--- src/rtl/lsu_mem_master.sv ---
// ---------------------------------------------------------------------------
// lsu_mem_master
//
// Purpose:
//   Load/store unit bus master. It takes one byte/half/word request from the
//   core and issues a single-cycle access to a word-addressed memory with
//   byte enables. It waits for the memory acknowledge, or gives up after
//   TIMEOUT cycles. It then returns one response pulse with extended load
//   data and an error flag. Misaligned and illegal-size requests are answered
//   with an error and never reach the bus.
//
// Ports:
//   clk, rst_n             clock (rising edge), async active-low reset
//   req_valid / req_ready  request handshake (ready only when idle)
//   req_we                 1 = store, 0 = load
//   req_size               00 byte, 01 half, 10 word, 11 illegal
//   req_unsigned           zero-extend loads when 1, sign-extend when 0
//   req_addr, req_wdata    byte address and LSB-aligned store data
//   resp_valid             one-cycle response pulse
//   resp_rdata, resp_err   load data / error, zero outside the pulse
//   bus_sel, bus_we        memory strobe and write enable (ISSUE only)
//   bus_byte_en            byte lanes written by a store
//   bus_addr, bus_din      word address and replicated store data
//   bus_dout, bus_ack      read data and acknowledge from memory
// ---------------------------------------------------------------------------
module lsu_mem_master #(
    parameter int ADDR_WIDTH = 10,
    parameter int TIMEOUT    = 15
) (
    input  logic                  clk,
    input  logic                  rst_n,
    input  logic                  req_valid,
    output logic                  req_ready,
    input  logic                  req_we,
    input  logic [1:0]            req_size,
    input  logic                  req_unsigned,
    input  logic [31:0]           req_addr,
    input  logic [31:0]           req_wdata,
    output logic                  resp_valid,
    output logic [31:0]           resp_rdata,
    output logic                  resp_err,
    output logic                  bus_sel,
    output logic                  bus_we,
    output logic [3:0]            bus_byte_en,
    output logic [ADDR_WIDTH-1:0] bus_addr,
    output logic [31:0]           bus_din,
    input  logic [31:0]           bus_dout,
    input  logic                  bus_ack
);

    typedef enum logic [1:0] {IDLE, ISSUE, WAIT, RESP} state_t;

    localparam logic [7:0] TIMEOUT_CNT = TIMEOUT[7:0];

    state_t                state, state_next;
    logic                  we_q;
    logic [1:0]            size_q;
    logic                  unsigned_q;
    logic [ADDR_WIDTH+1:0] addr_q;
    logic [31:0]           wdata_q;
    logic [31:0]           rdata_q;
    logic                  err_q;
    logic [7:0]            cnt_q;

    logic                  illegal;
    logic                  timeout_hit;
    logic                  bus_active;
    logic [1:0]            lane;
    logic [31:0]           shifted;
    logic [31:0]           load_ext;

    // Upper address bits lie outside the memory and are deliberately dropped.
    logic                  unused_addr_bits;
    assign unused_addr_bits = ^req_addr[31:ADDR_WIDTH+2];

    assign illegal = (req_size == 2'b11) ||
                     (req_size == 2'b01 && req_addr[0]) ||
                     (req_size == 2'b10 && req_addr[1:0] != 2'b00);

    assign timeout_hit = (cnt_q + 8'd1) == TIMEOUT_CNT;
    assign lane        = addr_q[1:0];
    assign bus_active  = (state == ISSUE) || (state == WAIT);

    // Bring the addressed lane down to bit 0, then extend byte/half results.
    assign shifted = bus_dout >> {lane, 3'b000};
    always_comb begin
        load_ext = bus_dout;
        case (size_q)
            2'b00:   load_ext = unsigned_q ? {24'b0, shifted[7:0]}
                                           : {{24{shifted[7]}}, shifted[7:0]};
            2'b01:   load_ext = unsigned_q ? {16'b0, shifted[15:0]}
                                           : {{16{shifted[15]}}, shifted[15:0]};
            default: load_ext = bus_dout;
        endcase
    end

    // State register and request/response datapath registers.
    always_ff @(posedge clk or negedge rst_n) begin
        if (!rst_n) begin
            state      <= IDLE;
            we_q       <= 1'b0;
            size_q     <= 2'b00;
            unsigned_q <= 1'b0;
            addr_q     <= '0;
            wdata_q    <= 32'b0;
            rdata_q    <= 32'b0;
            err_q      <= 1'b0;
            cnt_q      <= 8'd0;
        end else begin
            state <= state_next;
            case (state)
                IDLE: begin
                    if (req_valid) begin
                        we_q       <= req_we;
                        size_q     <= req_size;
                        unsigned_q <= req_unsigned;
                        addr_q     <= req_addr[ADDR_WIDTH+1:0];
                        wdata_q    <= req_wdata;
                        err_q      <= illegal;
                        rdata_q    <= 32'b0;
                        cnt_q      <= 8'd0;
                    end
                end
                WAIT: begin
                    if (bus_ack) begin
                        rdata_q <= we_q ? 32'b0 : load_ext;
                        err_q   <= 1'b0;
                    end else begin
                        cnt_q <= cnt_q + 8'd1;
                        if (timeout_hit) begin
                            rdata_q <= 32'b0;
                            err_q   <= 1'b1;
                        end
                    end
                end
                RESP: begin
                    rdata_q <= 32'b0;
                    err_q   <= 1'b0;
                    cnt_q   <= 8'd0;
                end
                default: ;
            endcase
        end
    end

    // Next-state logic; bus_ack only matters while waiting.
    always_comb begin
        state_next = state;
        case (state)
            IDLE:    if (req_valid) state_next = illegal ? RESP : ISSUE;
            ISSUE:   state_next = WAIT;
            WAIT:    if (bus_ack || timeout_hit) state_next = RESP;
            RESP:    state_next = IDLE;
            default: state_next = IDLE;
        endcase
    end

    // Bus and response outputs, all decoded from state so reset clears them
    // immediately.
    always_comb begin
        req_ready   = (state == IDLE);
        bus_sel     = (state == ISSUE);
        bus_we      = (state == ISSUE) && we_q;
        bus_addr    = '0;
        bus_byte_en = 4'b0000;
        bus_din     = 32'b0;
        resp_valid  = (state == RESP);
        resp_rdata  = (state == RESP) ? rdata_q : 32'b0;
        resp_err    = (state == RESP) && err_q;
        if (bus_active) begin
            bus_addr = addr_q[ADDR_WIDTH+1:2];
            case (size_q)
                2'b00:   bus_din = {4{wdata_q[7:0]}};
                2'b01:   bus_din = {2{wdata_q[15:0]}};
                default: bus_din = wdata_q;
            endcase
            if (we_q) begin
                case (size_q)
                    2'b00:   bus_byte_en = 4'b0001 << lane;
                    2'b01:   bus_byte_en = 4'b0011 << lane;
                    default: bus_byte_en = 4'b1111;
                endcase
            end
        end
    end

endmodule

--- config.mk ---
export PLATFORM = sky130hd
export DESIGN_NAME = lsu_mem_master
export DESIGN_NICKNAME = d
export VERILOG_FILES = /design/src/rtl/lsu_mem_master.sv
export SDC_FILE = /design/constraint.sdc
export NUM_CORES = 1
export LEC_CHECK = 0
export CORE_MARGIN = 4
export CORE_UTILIZATION = 45
export DETAILED_ROUTE_END_ITERATION = 8
export PLACE_DENSITY = 0.91
export SLEW_MARGIN = 0
export SYNTH_ARGS = -nofsm -noshare
export SYNTH_HDL_FRONTEND = slang
export SYNTH_SLANG_ARGS = --single-unit
--- constraint.sdc ---
create_clock -name clk -period 3.33 [get_ports clk]
set_clock_uncertainty 0.1 [all_clocks]
set_input_delay 0.8325 -clock clk [delete_from_list [all_inputs] [get_ports clk]]
set_output_delay 0.8325 -clock clk [all_outputs]
set_load 0.005 [all_outputs]
==> impl_metrics.csv <==
group,metric,value,unit
status,status,"complete, no violations",
worst_setup_path,crit_family,"buffers and inverters",
detailed_routing,avgViaCountPerCell,5.66,
sta,hold_violations,0,
sta,finalMaxSlewViolations,0,
detailed_routing,wl_per_cell,19.2,um
worst_setup_path,critPathCaptureType,"primary output",
worst_setup_path,path_cells,"inv_1, ha_4, buf_4, a21boi_0, clkdlybuf4s50_1",
global_routing,grt_pass1_vias,4939,
final_layout,final_layout_size_suffix_gt1_frac,0.137,
worst_setup_path,cp_slowest_cell,"clkdlybuf4s50_1",
sta,rsz0062_at_grt,"no",
yosys,syn_inst,509,
clocking,cts_root_buffer,"clkbuf_16",
global_routing,antenna_found_initial,0,
placed_design,dp_hpwl,11600,um
clocking,cts_sinks,91,
worst_setup_path,critPathRequiredTime,2400,ps
worst_setup_path,setup.worst_path.start_class,"flip-flop",
floorplan,boundaryPins,187,
floorplan,die_h,115,um
sta,period_share,0.958,
clocking,cts_buffers,9,
yosys,syn-num-nets,619,
global_routing,grt.total_usage,0.242,
clocking,clockBufferDepth,2,
worst_setup_path,r2r_slack,670,ps
yosys,synthDistinctLibCells,48,
yosys,yosysSeqAreaShare,0.445,
detailed_routing,drtIter0Drc,315,
sta,layout_min_cycle_time,3190,ps
final_layout,n_antenna_cell,0,
yosys,yosysWarnings,0,
sta,tightest_slew,651,ps
yosys,synth-main-ff-cell,"dfrtp_1",
yosys,postSynthAreaPerCell,10.1,sq um
hold_path,hold_path_class,"input port to asynchronous set/reset pin",
sta,finalSetupViolCount,0,
clocking,cts_htree_levels,3,
final_layout,seqCellArea,2280,sq um
sta,fmax,0.313,GHz
placed_design,routabilityCongestion,0.844,
placed_design,portBuffers,166,
final_layout,final_cell_mix,"clkdlybuf4s50_1, dfrtp_1, and2_1",
clocking,clock_latency,340,ps
detailed_routing,drc,0,
clocking,cts_tree,"built",
worst_setup_path,crit_fanout,15,
worst_setup_path,arrival,2260,ps
sta,whs,365,ps
detailed_routing,vias,4622,
run,drv_cap,0,
global_routing,grt_pass1_wl,25100,um
sta,slew_headroom,0.565,
global_routing,grt_max_degree,55,
floorplan,start_util,0.466,
worst_setup_path,slowest_delay,570,ps
final_layout,nets,782,
yosys,async_flop_share,1.00,
power_and_ir_drop,power_leakage,0.00319,uW
floorplan,die_area,13200,sq um
floorplan,fp-row-count,38,
final_layout,multiInputGateArea,2660,sq um
worst_setup_path,crit_buf_inv,3,
final_layout,final_common_cell,"clkdlybuf4s50_1",
yosys,ys_seq_elements,91,
yosys,synth-edff-count,0,
clocking,holdBufCountCts,0,
detailed_routing,dr.pass1.iters,6,
detailed_routing,ant_nets,0,
final_layout,syn2layout_area_growth,43.3,%
clocking,clkTransAtPathRegs,60,ps
worst_setup_path,crit_type,"flip-flop to primary output",
sta,setup_tns,0,ps
floorplan,core_area,11000,sq um
power_and_ir_drop,power_density,994,nW/um^2
power_and_ir_drop,vdd_ir_drop_max,0.651,mV
detailed_routing,wl,15700,um
final_layout,fillers,828,
floorplan,die_width,115,um
global_routing,grt_overflow_total,0,
yosys,syn_area,5120,sq um
Yosys cell counts (all sizes together), types with 2 or more instances:
library cell   n  area [sq um]
o31ai          2          15.0
and3           3          23.8
o2bb2ai       18           158
clkbuf        25          93.8
nor2          43           161
ha             6          75.1
mux2          48           541
a21boi         8          60.1
nand2b         3          18.8
buf           11          55.1
nor3           4          25.0
nand3          5          25.0
a31oi          3          18.8
a221o          7          70.1
or3            2          12.5
o211a          9          90.1
o221ai         7          61.3
o21ai         30           150
xor2           2          17.5
and2          52           325
mux2i         33           330
or2            2          12.5
nor2b         13          81.3
a21oi         23           115
dfrtp         91          2280
nand3b         2          15.0
nand2         29           109
inv           14          52.6
registers in the layout, indices dropped and copies added (netlist names):
| register | count |
|---|---|
| rdata_q | 32 |
| addr_q | 12 |
| size_q | 2 |
| cnt_q | 8 |
| state | 2 |
| wdata_q | 32 |
| err_q | 1 |
| unsigned_q | 1 |
| we_q | 1 |
per-layer routing:
layer | track usage | routed length (um)
met5 | 0 | 0
met2 | 0.400 | 7530
met1 | 0.289 | 6140
met4 | 0.0982 | 445
met3 | 0.0840 | 1620
worst reg2reg max path, cell delays in order, from the launching register on:
cell	delay, ps
dfrtp_1	450
ha_1	280
and3_4	220
o31ai_1	310
a31oi_1	150
or3_1	390
buf_4	240
a221o_1	410
area by class of cell:
cell class,instances,area share
repair buffers,188,0.252
inverters,14,0.00716
clock buffers,12,0.0349
multi-input cells,368,0.362
flip-flops and latches,91,0.310
well taps,140,0.0239
clock inverters,4,0.00989
logic make-up (layout without fill, tap and decap cells):
group | Yosys count | after routing | synth area share
multiplexers | 82 | 82 | 0.174
AO/OA/AOI/OAI | 116 | 116 | 0.159
XOR/XNOR | 2 | 2 | 0.00342
flip-flops | 91 | 91 | 0.445
buffers and inverters | 50 | 218 | 0.0393
adder cells (fa/ha/maj) | 6 | 6 | 0.0147
AND/OR/NAND/NOR | 162 | 162 | 0.164
repair_timing:
action	in CTS	in global routing
setup buffers	0	0
gates resized for setup	1	1
endpoints found under the setup margin	4	3
final timing paths:
path	from	end	depth (start not counted)
setup / recovery	state[1]$_DFFE_PN0P_	bus_din[13]	5
hold / removal	rst_n	rdata_q[5]$_DFFE_PN0P_	1
setup reg to reg	cnt_q[0]$_DFFE_PN0P_	rdata_q[12]$_DFFE_PN0P_	7
hold reg to reg	rdata_q[31]$_DFFE_PN0P_	rdata_q[31]$_DFFE_PN0P_	1
max in group asynchronous	rst_n	wdata_q[30]$_DFFE_PN0P_	2
min in group clk	rdata_q[31]$_DFFE_PN0P_	rdata_q[31]$_DFFE_PN0P_	1
where the power goes:
group	switching, uW	internal (uW)	leakage (uW)
Combinational	1900	2260	0.00188
Sequential	382	1630	0.00115
Clock	428	698	0.000159
Total	2700	4590	0.00319
metrics by stage:
stage	power (uW)	instances	instance area, sq um	utilization	setup WS, ps
finish	7300	817	7340	0.668	139
CTS	7300	817	7330	0.667	0.620
detailed placement	6130	801	7000	0.637	277
global route	7770	817	7340	0.668	42.2
global placement	5940	801	7000	0.637	360
floorplan	4120	509	5120	-	974
Power figures use the tool's default switching activity.
